$ cat src/rtl/seg7_result_display.sv
// Registered 4-digit 7-segment output stage: captures a signed result, converts it with double-dabble,
// and scans the digits. Define SEG7_LEAD_ZERO_BLANK_EN to blank leading zero digits.
module seg7_result_display #(
  parameter int DATA_W      = 16,
  parameter int REFRESH_DIV = 50000
) (
  input  logic              CLK_in,
  input  logic              RST_in,
  input  logic              load,
  input  logic [DATA_W-1:0] value,
  input  logic              err_in,
  output logic              busy,
  output logic              ovf,
  output logic [3:0]        led_active,
  output logic [7:0]        led_code
);
  localparam int CNT_W = $clog2(REFRESH_DIV + 1);
  localparam int STP_W = $clog2(DATA_W + 1);

  logic [CNT_W-1:0]  r_refresh_cnt;
  logic [1:0]        r_scan_idx;
  logic              r_busy;
  logic [STP_W-1:0]  r_step;
  logic [DATA_W-1:0] r_shift;
  logic [19:0]       r_bcd;
  logic              r_sign_p;
  logic              r_out_p;
  logic [15:0]       r_digits;
  logic              r_sign;
  logic              r_ovf;
  logic [3:0]        r_led_active;
  logic [7:0]        r_led_code;

  logic [DATA_W-1:0] w_mag;
  logic              w_out;
  logic [19:0]       w_bcd_adj;
  logic [3:0]        w_blank;
  logic [3:0]        w_nibble;
  logic [7:0]        w_code;
  int                w_value_int;

  assign w_value_int = int'($signed(value));
  assign w_mag       = value[DATA_W-1] ? (~value + DATA_W'(1)) : value;
  assign w_out       = (w_value_int < -999) || (w_value_int > 9999);

  genvar gi;
  generate
    for (gi = 0; gi < 5; gi++) begin : g_add3
      assign w_bcd_adj[gi*4 +: 4] = (r_bcd[gi*4 +: 4] >= 4'd5) ? (r_bcd[gi*4 +: 4] + 4'd3)
                                                                : r_bcd[gi*4 +: 4];
    end
  endgenerate

`ifdef SEG7_LEAD_ZERO_BLANK_EN
  // A digit is blank when it and everything to its left are zero; digit0 always shows.
  assign w_blank[0] = 1'b0;
  generate
    for (gi = 1; gi < 4; gi++) begin : g_blank
      assign w_blank[gi] = (r_digits[15:gi*4] == '0);
    end
  endgenerate
`else
  assign w_blank = 4'b0000;
`endif

  assign w_nibble = r_digits[r_scan_idx*4 +: 4];

  always_comb begin
    w_code = 8'hFF;
    if (err_in) begin
      case (r_scan_idx)
        2'd3:    w_code = 8'h86;
        2'd2:    w_code = 8'hAF;
        2'd1:    w_code = 8'hAF;
        default: w_code = 8'hFF;
      endcase
    end else if (r_ovf) begin
      w_code = 8'hBF;
    end else if (r_sign && (r_scan_idx == 2'd3)) begin
      w_code = 8'hBF;
    end else if (w_blank[r_scan_idx]) begin
      w_code = 8'hFF;
    end else begin
      case (w_nibble)
        4'd0:    w_code = 8'hC0;
        4'd1:    w_code = 8'hF9;
        4'd2:    w_code = 8'hA4;
        4'd3:    w_code = 8'hB0;
        4'd4:    w_code = 8'h99;
        4'd5:    w_code = 8'h92;
        4'd6:    w_code = 8'h82;
        4'd7:    w_code = 8'hF8;
        4'd8:    w_code = 8'h80;
        4'd9:    w_code = 8'h90;
        default: w_code = 8'hFF;
      endcase
    end
  end

  always_ff @(posedge CLK_in) begin
    if (RST_in) begin
      r_refresh_cnt <= '0;
      r_scan_idx    <= 2'd0;
      r_led_active  <= 4'b1111;
      r_led_code    <= 8'hFF;
    end else begin
      if (r_refresh_cnt == CNT_W'(REFRESH_DIV - 1)) begin
        r_refresh_cnt <= '0;
        r_scan_idx    <= r_scan_idx + 2'd1;
      end else begin
        r_refresh_cnt <= r_refresh_cnt + CNT_W'(1);
      end
      r_led_active <= ~(4'b0001 << r_scan_idx);
      r_led_code   <= w_code;
    end
  end

  // A new load always restarts the converter, discarding any conversion in flight.
  always_ff @(posedge CLK_in) begin
    if (RST_in) begin
      r_busy   <= 1'b0;
      r_step   <= '0;
      r_shift  <= '0;
      r_bcd    <= '0;
      r_sign_p <= 1'b0;
      r_out_p  <= 1'b0;
      r_digits <= '0;
      r_sign   <= 1'b0;
      r_ovf    <= 1'b0;
    end else if (load) begin
      r_busy   <= 1'b1;
      r_step   <= '0;
      r_shift  <= w_mag;
      r_bcd    <= '0;
      r_sign_p <= value[DATA_W-1];
      r_out_p  <= w_out;
    end else if (r_busy) begin
      if (r_step == STP_W'(DATA_W)) begin
        r_busy   <= 1'b0;
        r_digits <= r_bcd[15:0];
        r_sign   <= r_sign_p;
        r_ovf    <= r_out_p || (r_bcd[19:16] != 4'd0);
      end else begin
        r_step  <= r_step + STP_W'(1);
        r_bcd   <= {w_bcd_adj[18:0], r_shift[DATA_W-1]};
        r_shift <= {r_shift[DATA_W-2:0], 1'b0};
      end
    end
  end

  assign busy       = r_busy;
  assign ovf        = r_ovf;
  assign led_active = r_led_active;
  assign led_code   = r_led_code;
endmodule
$ cat config.mk
export PLATFORM = sky130hd
export DESIGN_NAME = seg7_result_display
export DESIGN_NICKNAME = d
export VERILOG_FILES = /design/src/rtl/seg7_result_display.sv
export SDC_FILE = /design/constraint.sdc
export NUM_CORES = 1
export LEC_CHECK = 0
export ABC_AREA = 0
export BUFFER_PORTS_ARGS = -buffer_cell sky130_fd_sc_hd__buf_2
export CAP_MARGIN = 0
export CORE_MARGIN = 8
export CORE_UTILIZATION = 30
export DETAILED_ROUTE_END_ITERATION = 10
export PLACE_DENSITY_LB_ADDON = 0.2
export SYNTH_ARGS = -nofsm -noshare
export SYNTH_HDL_FRONTEND = slang
export SYNTH_SLANG_ARGS = --single-unit
$ cat constraint.sdc
create_clock -name CLK_in -period 5.1 [get_ports CLK_in]
set_input_delay 1.02 -clock CLK_in [delete_from_list [all_inputs] [get_ports CLK_in]]
set_output_delay 1.02 -clock CLK_in [all_outputs]
set_load 0.05 [all_outputs]
==> results.yml <==
run_status:
  status: "finished clean"
routing:
  routed_via_density: 4.90
  wirelength_mm: 10.0
  drtIter0Drc: 191
  routedWlPerCell_um: 13.1
  vias: 3753
  drt_first_pass_iters: 5
  ant_nets: 0
  drc: 0
synthesis:
  synth_area_leaders: "dfxtp_1 (39%), ha_1 (7.3%), nor2_1 (6.3%)"
  syn_inst: 558
  synthTopCellsByCount: "dfxtp_1 (91), nor2_1 (77), nand2_1 (58)"
  ys_warn_count: 0
  synth_area_leader_cell: "dfxtp_1"
  post_synth_num_cell_types: 50
  async_reset_ff_frac: 0
  synth-seq-cells: 91
  synth.most_common_cell: "dfxtp_1"
  syn_nets: 605
  post-synth-top-area-fraction: 0.394
  avgSynthCellArea_um2: 8.28
  synth_edf_count: 0
  synthFlopType: "dfxtp_1"
  seq_area_frac_synth: 0.394
  synth_area_um2: 4620
setup_path:
  crit_path_end_kind: "register"
  rrSetupSlack_ns: 2.39
  cp_data_required_time_ns: 5.34
  reg2reg_depth: 7
  start_kind: "register"
  r2r-end: "r_shift[1]$_SDFFE_PP0P_"
  criticalPathCategory: "register to register"
  endpoint: "r_shift[1]$_SDFFE_PP0P_"
  cp_max_fo: 27
  reg2reg_from: "r_step[0]$_SDFFE_PP0P_"
  arrival_ns: 2.95
  setup.worst_path.start: "r_step[0]$_SDFFE_PP0P_"
cts:
  tritoncts: "done"
  clockBufferDepth: 2
  htree_levels: 3
  clk_pin_slew_ns: 0.06
  cts_root_buf: "clkbuf_16"
  clock-sinks: 91
  cts_hold_buf: 0
  numCtsBuffers: 9
  cts_resized: 0
  clk_latency_ns: 0.34
  cts_setup_buffers: 0
placed_design:
  place.gp.congestion: 0.787
  dp.final_hpwl_mm: 7.01
  place_ws_ns: 2.11
  io_buffers: 32
timing:
  min_period_over_period: 0.531
  max_freq_mhz: 369
  skew_ns: 0.00567
  finalHoldViolations: 0
  finalSetupTns_ns: 0
  fin_ws_ns: 2.39
  finalCriticalPeriod_ns: 2.71
  drv_slew: 0
  tightest_slew_ns: 1.04
  rsz0062_at_grt: "false"
  setup_viol: 0
  relSlewSlack: 0.309
finish:
  antenna_cells: 0
  fin_nets: 620
  drive_above_1_share: 0.107
  fillers: 1593
  area_growth_syn_to_layout_pct: 13.5
floorplan:
  fp.dieH_um: 140
  initial_utilization: 0.305
  design.die.area_um2: 19600
  dieWidth_um: 140
  ioPinCount: 34
  core_um2: 15100
  row_count: 45
grt:
  grt_usage: 0.104
  grt_max_degree: 37
  grt_pass1_vias: 3584
  grt_antenna_before_repair: 0
  grt_pass1_wl_mm: 17.0
  overflow: 0
power_and_ir_drop:
  leakagePower_uw: 0.00197
  ir_drop_v: 0.000203
  intPower_uw: 1210
  p_comb_frac: 0.078
  power_switching_uw: 368
  netSwitchingFraction: 0.233
  seqPwrFrac: 0.467
  p_per_area_nw_per_um2: 301
  clock_power_share: 0.455
run:
  max-cap-violations: 0
worst_hold_path:
  hp-class: "register to register"
==> logic make-up after synthesis <==
group | after synthesis | synth area share
AND/OR/NAND/NOR | 208 | 0.207
AO/OA/AOI/OAI | 116 | 0.152
flip-flops | 91 | 0.394
buffers and inverters | 57 | 0.0474
XOR/XNOR | 38 | 0.0720
adder cells (fa/ha/maj) | 27 | 0.0731
multiplexers | 20 | 0.0523
other | 1 | 0.000812
==> critical path, cell delays in order (launching register included) <==
cell,delay (ns)
dfxtp_1,0.35
inv_1,0.07
ha_1,0.13
nor4bb_1,0.47
nand2b_1,0.87
buf_4,0.36
nand2_1,0.07
a311oi_1,0.29
==> sequential cells by signal (all words and copies together), names as in the netlist <==
| signal | count |
|---|---|
| r_step | 5 |
| r_out_p | 1 |
| r_shift | 16 |
| led_active | 4 |
| r_bcd | 20 |
| ovf | 1 |
| r_digits | 16 |
| r_refresh_cnt | 16 |
| led_code | 7 |
| r_sign_p | 1 |
| busy | 1 |
| r_sign | 1 |
| r_scan_idx | 2 |
==> power groups by stage <==
stage | registers [uW] | logic (uW) | clock network, uW
after detailed placement | 754 | 124 | 0
after floorplan | 765 | 74.2 | 0
after global placement | 753 | 122 | 0
after global routing | 740 | 136 | 773
after CTS | 738 | 124 | 746
final | 738 | 122 | 719
==> per-layer routing <==
metal  vias to the layer above  track usage  share of wire
met4                         0       0.0446          0.014
li1                       1934            -              -
met1                      1765        0.135           0.52
met3                        12       0.0255          0.029
met5                         -            0              0
met2                        42        0.161           0.44
==> worst min path at each step <==
stage                                      startpoint                     endpoint  slack (ns)  depth (start not counted)
after floorplan           r_refresh_cnt[0]$_SDFF_PP0_  r_refresh_cnt[0]$_SDFF_PP0_        0.43                          1
after global placement         r_bcd[17]$_SDFFE_PP0P_       r_bcd[17]$_SDFFE_PP0P_        0.44                          2
after detailed placement       r_bcd[17]$_SDFFE_PP0P_       r_bcd[17]$_SDFFE_PP0P_        0.45                          2
after CTS                      r_bcd[17]$_SDFFE_PP0P_       r_bcd[17]$_SDFFE_PP0P_        0.45                          2
after global routing           r_bcd[17]$_SDFFE_PP0P_       r_bcd[17]$_SDFFE_PP0P_        0.48                          2
final                          r_bcd[17]$_SDFFE_PP0P_       r_bcd[17]$_SDFFE_PP0P_        0.45                          2
==> through the flow <==
step,std cells,cell area [um^2],hold WS [ns],power [uW],util
6_report,766,5240,0.451,1580,0.346
5_1_grt,766,5240,0.481,1650,0.346
4_1_cts,766,5240,0.454,1610,0.346
3_5_place_dp,750,4920,0.445,878,0.325
3_3_place_gp,750,4920,0.444,875,0.325
2_1_floorplan,558,4620,0.430,840,-
==> layout make-up <==
class | instances | area (um^2) | area share
repair buffers | 36 | 190 | 0.0363
flip-flops and latches | 91 | 1820 | 0.347
clock buffers | 12 | 246 | 0.0470
clock inverters | 4 | 73.8 | 0.0141
well taps | 188 | 235 | 0.0449
inverters | 25 | 93.8 | 0.0179
multi-input cells | 410 | 2580 | 0.492
==> cells in the final DEF, fill, tap and decap left out, types with 3 or more instances in the layout <==
master     instances
nor2_1            77
mux2_2             3
inv_1             25
mux2i_1           14
nand4_1            8
a21oi_1           43
and2_1             5
clkbuf_16          9
nor3_1             7
nand3_1           17
buf_2             32
nand2_1           58
a311oi_1           5
buf_4              4
a21o_1             4
o31ai_1            5
nor4_1             5
o21ai_0           24
ha_1              27
a21boi_0           5
xor2_1            21
or3_1              3
a211oi_1           3
xnor2_1           17
a31oi_1           12
mux4_2             3
nand2b_1          13
dfxtp_1           91
o211ai_1           4
No activity file was read; power rests on OpenSTA's default activity.
